## config.mk

```make
export PLATFORM = sky130hd
export DESIGN_NAME = ringosc_ctrl
export DESIGN_NICKNAME = d
export VERILOG_FILES = /design/src/rtl/ringosc_ctrl.sv
export SDC_FILE = /design/constraint.sdc
export NUM_CORES = 1
export LEC_CHECK = 0
export BUFFER_PORTS_ARGS = -buffer_cell sky130_fd_sc_hd__buf_2
export CORE_MARGIN = 5
export CORE_UTILIZATION = 40
export CTS_CLUSTER_DIAMETER = 150
export DETAILED_ROUTE_END_ITERATION = 10
export GPL_TIMING_DRIVEN = 0
export PLACE_DENSITY = 0.7
export SETUP_SLACK_MARGIN = 0.05
export SYNTH_ARGS = -nofsm -noshare
export SYNTH_HDL_FRONTEND = slang
export SYNTH_SLANG_ARGS = --single-unit
```

## constraint.sdc

```tcl
create_clock -name clk -period 6 [get_ports clk]
set_clock_uncertainty 0.1 [all_clocks]
set_input_delay 0.9 -clock clk [delete_from_list [all_inputs] [get_ports clk]]
set_output_delay 0.9 -clock clk [all_outputs]
set_load 0.005 [all_outputs]
```

## src/rtl/ringosc_ctrl.sv

```systemverilog
// Ring-oscillator frequency measurement controller: enables the oscillator, lets it settle,
// counts synchronized rising edges over a selectable window and holds the result until acknowledged.
module ringosc_ctrl #(
   parameter int SETTLE_CYC = 8,
   parameter int CNT_W      = 16
) (
   input  logic             clk,
   input  logic             rst,
   input  logic             start,
   input  logic             abort,
   input  logic [2:0]       window_sel,
   input  logic             osc_in,
   output logic             osc_enable,
   output logic             busy,
   output logic [CNT_W-1:0] count,
   output logic             count_valid,
   output logic             overflow,
   input  logic             result_ack,
   output logic [1:0]       state_dbg
);

   // Handshake: a result is offered while count_valid=1 and is consumed on the first
   // clock edge that sees result_ack=1; count and overflow stay frozen until then.

   typedef enum logic [1:0] {
      IDLE    = 2'd0,
      SETTLE  = 2'd1,
      MEASURE = 2'd2,
      DONE    = 2'd3
   } state_t;

   localparam logic [7:0]       SETTLE_INIT = 8'(SETTLE_CYC - 1);
   localparam logic [CNT_W-1:0] CNT_MAX     = '1;

   state_t      state;
   state_t      state_nxt;
   logic        s1;
   logic        s2;
   logic        s3;
   logic        osc_rise;
   logic [7:0]  settle_cnt;
   logic [11:0] win_cnt;
   logic [11:0] win_len;
   logic [2:0]  win_sel_q;

   assign osc_rise = s2 & ~s3;
   assign win_len  = 12'd16 << win_sel_q;

   always_ff @(posedge clk) begin
      if (rst) begin
         state <= IDLE;
      end else begin
         state <= state_nxt;
      end
   end

   always_comb begin
      state_nxt = state;
      case (state)
         IDLE: begin
            if (start && !abort) state_nxt = SETTLE;
         end
         SETTLE: begin
            if (abort)                  state_nxt = IDLE;
            else if (settle_cnt == 8'd0) state_nxt = MEASURE;
         end
         MEASURE: begin
            if (abort)                  state_nxt = IDLE;
            else if (win_cnt == 12'd1)  state_nxt = DONE;
         end
         DONE: begin
            if (result_ack) state_nxt = IDLE;
         end
         default: state_nxt = IDLE;
      endcase
   end

   assign osc_enable  = (state == SETTLE) || (state == MEASURE);
   assign busy        = (state != IDLE);
   assign count_valid = (state == DONE);
   assign state_dbg   = state;

   always_ff @(posedge clk) begin
      if (rst) begin
         s1         <= 1'b0;
         s2         <= 1'b0;
         s3         <= 1'b0;
         settle_cnt <= 8'd0;
         win_cnt    <= 12'd0;
         win_sel_q  <= 3'd0;
         count      <= '0;
         overflow   <= 1'b0;
      end else begin
         s1 <= osc_in;
         s2 <= s1;
         s3 <= s2;
         if (state == IDLE && state_nxt == SETTLE) begin
            win_sel_q  <= window_sel;
            settle_cnt <= SETTLE_INIT;
         end else if (state == SETTLE && settle_cnt != 8'd0) begin
            settle_cnt <= settle_cnt - 8'd1;
         end
         // Edges seen outside MEASURE are the synchronizer tail and are simply dropped.
         if (state == SETTLE && state_nxt == MEASURE) begin
            count    <= '0;
            overflow <= 1'b0;
            win_cnt  <= win_len;
         end else if (state == MEASURE) begin
            win_cnt <= win_cnt - 12'd1;
            if (osc_rise) begin
               if (count == CNT_MAX) overflow <= 1'b1;
               else                  count    <= count + 1'b1;
            end
         end
      end
   end

endmodule

```

---- Word level (Yosys, flattened, before mapping) ----
Index checks and enable logic that the tools add are counted.
word-level totals
  register bits ........................... 45
  input port bits ......................... 9
operators by class
  add/subtract/negate cells ............... 3
  equal/unequal tests ..................... 7
  shifts and indexed selects .............. 1
  mux-type cells .......................... 11
  bitwise gates (word level) .............. 3
  reductions and logical operators ........ 16
operators by type and width
  operator                                                                number
  12-bit 2-to-1 mux                                                       2
  16-bit by 1-bit adder with 16-bit output, second input constant         1
  16-bit equality test, second input constant                             1
  12-bit by 1-bit equality test with 1-bit output, second input constant  1
  2-bit 2-to-1 mux                                                        6
  5-bit by 3-bit left shift with 12-bit output, first input constant      1
  12-bit by 1-bit subtractor with 12-bit output, second input constant    1
  8-bit zero test                                                         1
  2-bit one-hot mux with 4 select lines                                   1
  8-bit nonzero test                                                      1
  8-bit by 1-bit subtractor with 8-bit output, second input constant      1
  2-bit equality test, second input constant                              3
  3-bit 2-to-1 mux                                                        2
  3-bit AND reduction                                                     2
  2-bit nonzero test                                                      3
  2-bit by 1-bit equality test with 1-bit output, second input constant   2
  1-bit logical AND                                                       4
  2-bit OR reduction                                                      2
  2-bit zero test                                                         1
  1-bit inverter                                                          2
  1-bit bitwise AND                                                       1
  1-bit zero test                                                         1
  1-bit logical OR                                                        1

---- Depth between registers and ports, before layout ----
  word-level depth ........................ 7
  mapped depth ............................ 10

---- Worst setup path before layout ----
Ideal clock, no wire load.
  path kind ............................... input to register
  start ................................... input abort
  end ..................................... register win_cnt[10]
  arrival time ............................ 2,393 ps
  data required time ...................... 5,777 ps
  setup slack ............................. 3,384 ps
  cell stages on the path ................. 6
  cell sequence ........................... or4bb_1 -> nor4_4 -> o311ai_1 -> a31oi_1 -> buf_4 -> mux2_1
between the ends
  word-level cells in the longest chain between the ends .. 7
  elaborated cells between the ends (all ways) .. 10
  classes of those cells .................. eq/ne (1); mux (5); reduce/logical (4)
RTL lines
  element                                                  RTL line  RTL
  start: declaration                                       10        input logic abort,
  1-bit zero test                                          61        if (start && !abort) state_nxt = SETTLE;
  1-bit logical AND                                        61
  2-bit 2-to-1 mux                                         61
  2-bit one-hot mux with 4 select lines *                  59        case (state)
  2-bit equality test *                                    104       if (state == SETTLE && state_nxt == MEASURE) begin
  1-bit logical AND *                                      104
  12-bit 2-to-1 mux or 2-bit nonzero test (tied branches)  n/a
  end signal: assignment                                   107       win_cnt <= win_len;
  end signal: assignment                                   109       win_cnt <= win_cnt - 12'd1;
  end: declaration                                         42        logic [11:0] win_cnt;
Mark *: on every way between the ends. The rest lies on a longest branch, timed or not.
A chain may end at the register's enable or synchronous reset.

---- Final worst setup path ----
  start ................................... register state[0], in the netlist state_dbg[0]
  end ..................................... register win_cnt[8]
between the ends
  word-level cells in the longest chain between the ends .. 6
  elaborated cells between the ends (all ways) .. 15
  classes of those cells .................. eq/ne (4); mux (8); reduce/logical (3)
RTL lines
  element                                                  RTL line  RTL
  start: declaration                                       35        state_t state;
  start signal: assignment                                 53        state <= state_nxt;
  2-bit 2-to-1 mux (on tied branches)                      69, 65
  2-bit 2-to-1 mux (on tied branches)                      68, 64
  2-bit one-hot mux with 4 select lines                    59
  2-bit equality test                                      104
  1-bit logical AND                                        104
  12-bit 2-to-1 mux or 2-bit nonzero test (tied branches)  n/a
Parallel ways exist; a longest one is shown, timed or not.

==> results.py <==
metrics = {
    "synth": {
        "synth_top_area_frac": 0.3793,
        "synth_seq_area_share": 0.3793,
        "synth.avg_cell_area_um2": 8.995,
        "synth_flop_cell": "dfxtp_1",
        "synthesis.area_mm2": 0.002375,
        "synth_area_leader_cell": "dfxtp_1",
        "ys_ff_latch": 45,
        "synthTopCellsByArea": "dfxtp_1 38%, xnor2_1 10%, nor3_1 6.7%, ha_1 4.2%, mux2_1 3.3%",
        "async_reset_ff_frac": 0,
        "synth_edf_count": 0,
        "yosysUniqueCellTypes": 49,
        "ys_warn_count": 0,
        "synthCells": 264,
        "syn_nets": 281,
    },
    "clock_tree": {
        "cts_hold_buffers": 0,
        "worstSkewPairLatency_ns": 0.29,
        "path_clk_slew_ns": 0.09,
        "cts-resized-gates": 0,
        "cts_tree": "done",
        "clk_path_buf_depth": 2,
        "cts_made_buffers": 5,
        "htree_num_levels": 2,
        "cts.sinks": 45,
        "cts_setup_buffers": 0,
        "root_buffer": "clkbuf_8",
    },
    "critical_path": {
        "critPathSlowestCell": "or4bb_1",
        "max_stage_delay_ns": 0.54,
        "crit_path_start_kind": "flip-flop",
        "end_kind": "flip-flop",
        "arrival_ns": 2.78,
        "cp.required_ns": 6.09,
        "reg2regPathDepth": 9,
        "crit_buf_inv": 3,
        "critPathMaxFanout": 10,
        "crit_path_cell_trace": "inv_1, ha_1, buf_2, or4bb_1, nor4_4, o311ai_1, a31oi_1, buf_4, mux2_1",
        "worst-path-stages": 9,
        "crit_type": "reg2reg",
        "crit_family": "simple AND/OR/NAND/NOR gates",
    },
    "final_layout": {
        "areaGrowthSynthToFinish_pct": 14.54,
        "final_nets": 318,
        "final_common_cell": "dfxtp_1",
        "fill_cells": 554,
        "multi_input_area_mm2": 0.001368,
        "finalNonFillerCells": 377,
        "antenna_cells": 0,
        "final_cell_mix": "45 x dfxtp_1, 34 x buf_2, 32 x nor3_1",
        "drive_gt1_frac": 0.1722,
        "ff_latch_area_um2": 900.9,
    },
    "timing": {
        "rsz0062_at_grt": "no",
        "setup_viol": 0,
        "post-route-period-util": 0.4490,
        "slew_headroom": 0.6535,
        "period_minus_slack_ns": 2.694,
        "hold_viol": 0,
        "fmax_mhz": 371.2,
        "finalSetupTns_ns": 0,
        "maxSlewViolCount": 0,
        "tightest_slew_ns": 0.5067,
    },
    "run_status": {
        "status": "finished, final reports clean",
    },
    "drt": {
        "drt_iter0_markers": 73,
        "antenna_left": 0,
        "vias": 2019,
        "dr.pass1.iters": 4,
        "drt_wl_total_mm": 4.943,
        "drc": 0,
        "routedWlPerCell_um": 13.11,
        "vias_per_cell": 5.355,
    },
    "global_routing": {
        "grt_pass1_wl_mm": 8.266,
        "antenna_found_initial": 0,
        "grt_max_degree": 14,
        "overflow": 0,
        "grtUsageTotal": 0.1345,
        "grt_pass1_vias": 1819,
    },
    "floorplanning": {
        "start_util": 0.4059,
        "rows": 28,
        "die-area_mm2": 0.007578,
        "core_area_mm2": 0.005851,
        "die_h_um": 87.05,
        "io-pin-count": 31,
        "die_width_um": 87.05,
    },
    "power_and_ir_drop": {
        "p_clk_frac": 0.338,
        "p_switching_mw": 0.1622,
        "internal_power_mw": 0.4503,
        "p_sw_frac": 0.2648,
        "seqPwrFrac": 0.524,
        "p_comb_frac": 0.138,
        "p_leak_nw": 1.049,
        "powerDensity_mw_per_mm2": 225.2,
        "vdd_drop_max_uv": 142.4,
    },
    "placement": {
        "placedCellCount": 369,
        "place.gp.congestion": 0.7860,
        "dp_hpwl_mm": 3.586,
        "portBuffers": 30,
    },
    "worst_hold_path": {
        "hold_path.class": "reg2reg",
        "min_path_cells": 1,
    },
    "job": {
        "cap_viol_max_count": 0,
    },
}
[layout make-up]
type | count | share of cell area
clock buffer | 7 | 0.03542
tap | 75 | 0.03450
timing repair buffer | 30 | 0.05520
inverter | 12 | 0.01656
multi-input combinational | 195 | 0.5028
sequential | 45 | 0.3312
clock inverter | 1 | 0.001840
buffer | 12 | 0.02254
[synth_stat cells (5+ instances only)]
| master | number |
|---|---|
| o21ai_0 | 6 |
| xnor2_1 | 27 |
| nor2b_1 | 6 |
| dfxtp_1 | 45 |
| inv_1 | 12 |
| clkbuf_1 | 6 |
| ha_1 | 8 |
| mux2i_1 | 5 |
| nor4_1 | 11 |
| a21oi_1 | 5 |
| nand3_1 | 6 |
| mux2_1 | 7 |
| nand2_1 | 16 |
| nor3_1 | 32 |
| nor2_1 | 16 |
[worst register-to-register path, cell delays in order (launching register included)]
cell	delay, ns
dfxtp_1	0.40
inv_1	0.11
ha_1	0.14
buf_2	0.19
or4bb_1	0.54
nor4_4	0.20
o311ai_1	0.16
a31oi_1	0.19
buf_4	0.23
mux2_1	0.33
[worst paths after layout]
check,slack (ns),endpoint,from
min reg2reg,0.34,s2,s1
max reg2reg,3.31,win_cnt[8],state_dbg[0]
max,3.31,win_cnt[8],state_dbg[0]
min,0.34,s2,s1
[per-stage QoR]
stage | utilization | hold WS, ns | instance area (um^2) | setup slack [ns] | power [mW]
after floorplan | - | 0.3138 | 2375 | 3.384 | 0.3908
after global placement | 0.4476 | 0.3248 | 2619 | 3.105 | 0.4111
after detailed placement | 0.4476 | 0.3284 | 2619 | 3.079 | 0.4125
after CTS | 0.4649 | 0.3465 | 2720 | 3.280 | 0.6190
after global routing | 0.4649 | 0.3656 | 2720 | 3.087 | 0.6448
final | 0.4649 | 0.3393 | 2720 | 3.306 | 0.6126
[kinds of logic after synthesis]
| group | Yosys count | synth area share |
|---|---|---|
| and+or+nand+nor | 116 | 0.2750 |
| buffers and inverters | 24 | 0.04478 |
| muxes | 12 | 0.05427 |
| AOI/OAI and AO/OA | 30 | 0.09747 |
| DFF | 45 | 0.3793 |
| adders and majority gates | 8 | 0.04215 |
| xor gates and xnor gates | 29 | 0.1070 |
[power groups by stage]
stage | clock network [mW] | registers (mW) | logic [mW]
2_1_floorplan | 0 | 0.325 | 0.0658
5_1_grt | 0.226 | 0.323 | 0.0959
4_1_cts | 0.213 | 0.321 | 0.0852
3_5_place_dp | 0 | 0.328 | 0.0844
3_3_place_gp | 0 | 0.327 | 0.0837
6_report | 0.207 | 0.321 | 0.0848
[state kept, by name (all words and copies together), names as in the netlist]
name        count
count          16
win_cnt        12
settle_cnt      8
win_sel_q       3
state_dbg       2
overflow        1
s1              1
s2              1
s3              1
[layer usage]
metal  global-route usage  vias up  wire, um  share of wire
met5                    0        -         0              0
met4              0.02550        0        31         0.0063
met3              0.03406        5       306          0.062
met2               0.2195       46      2237           0.45
met1               0.1804      945      2367           0.48
li1                     -     1023         -              -
Note: power is estimated with default switching activity, not from simulation.
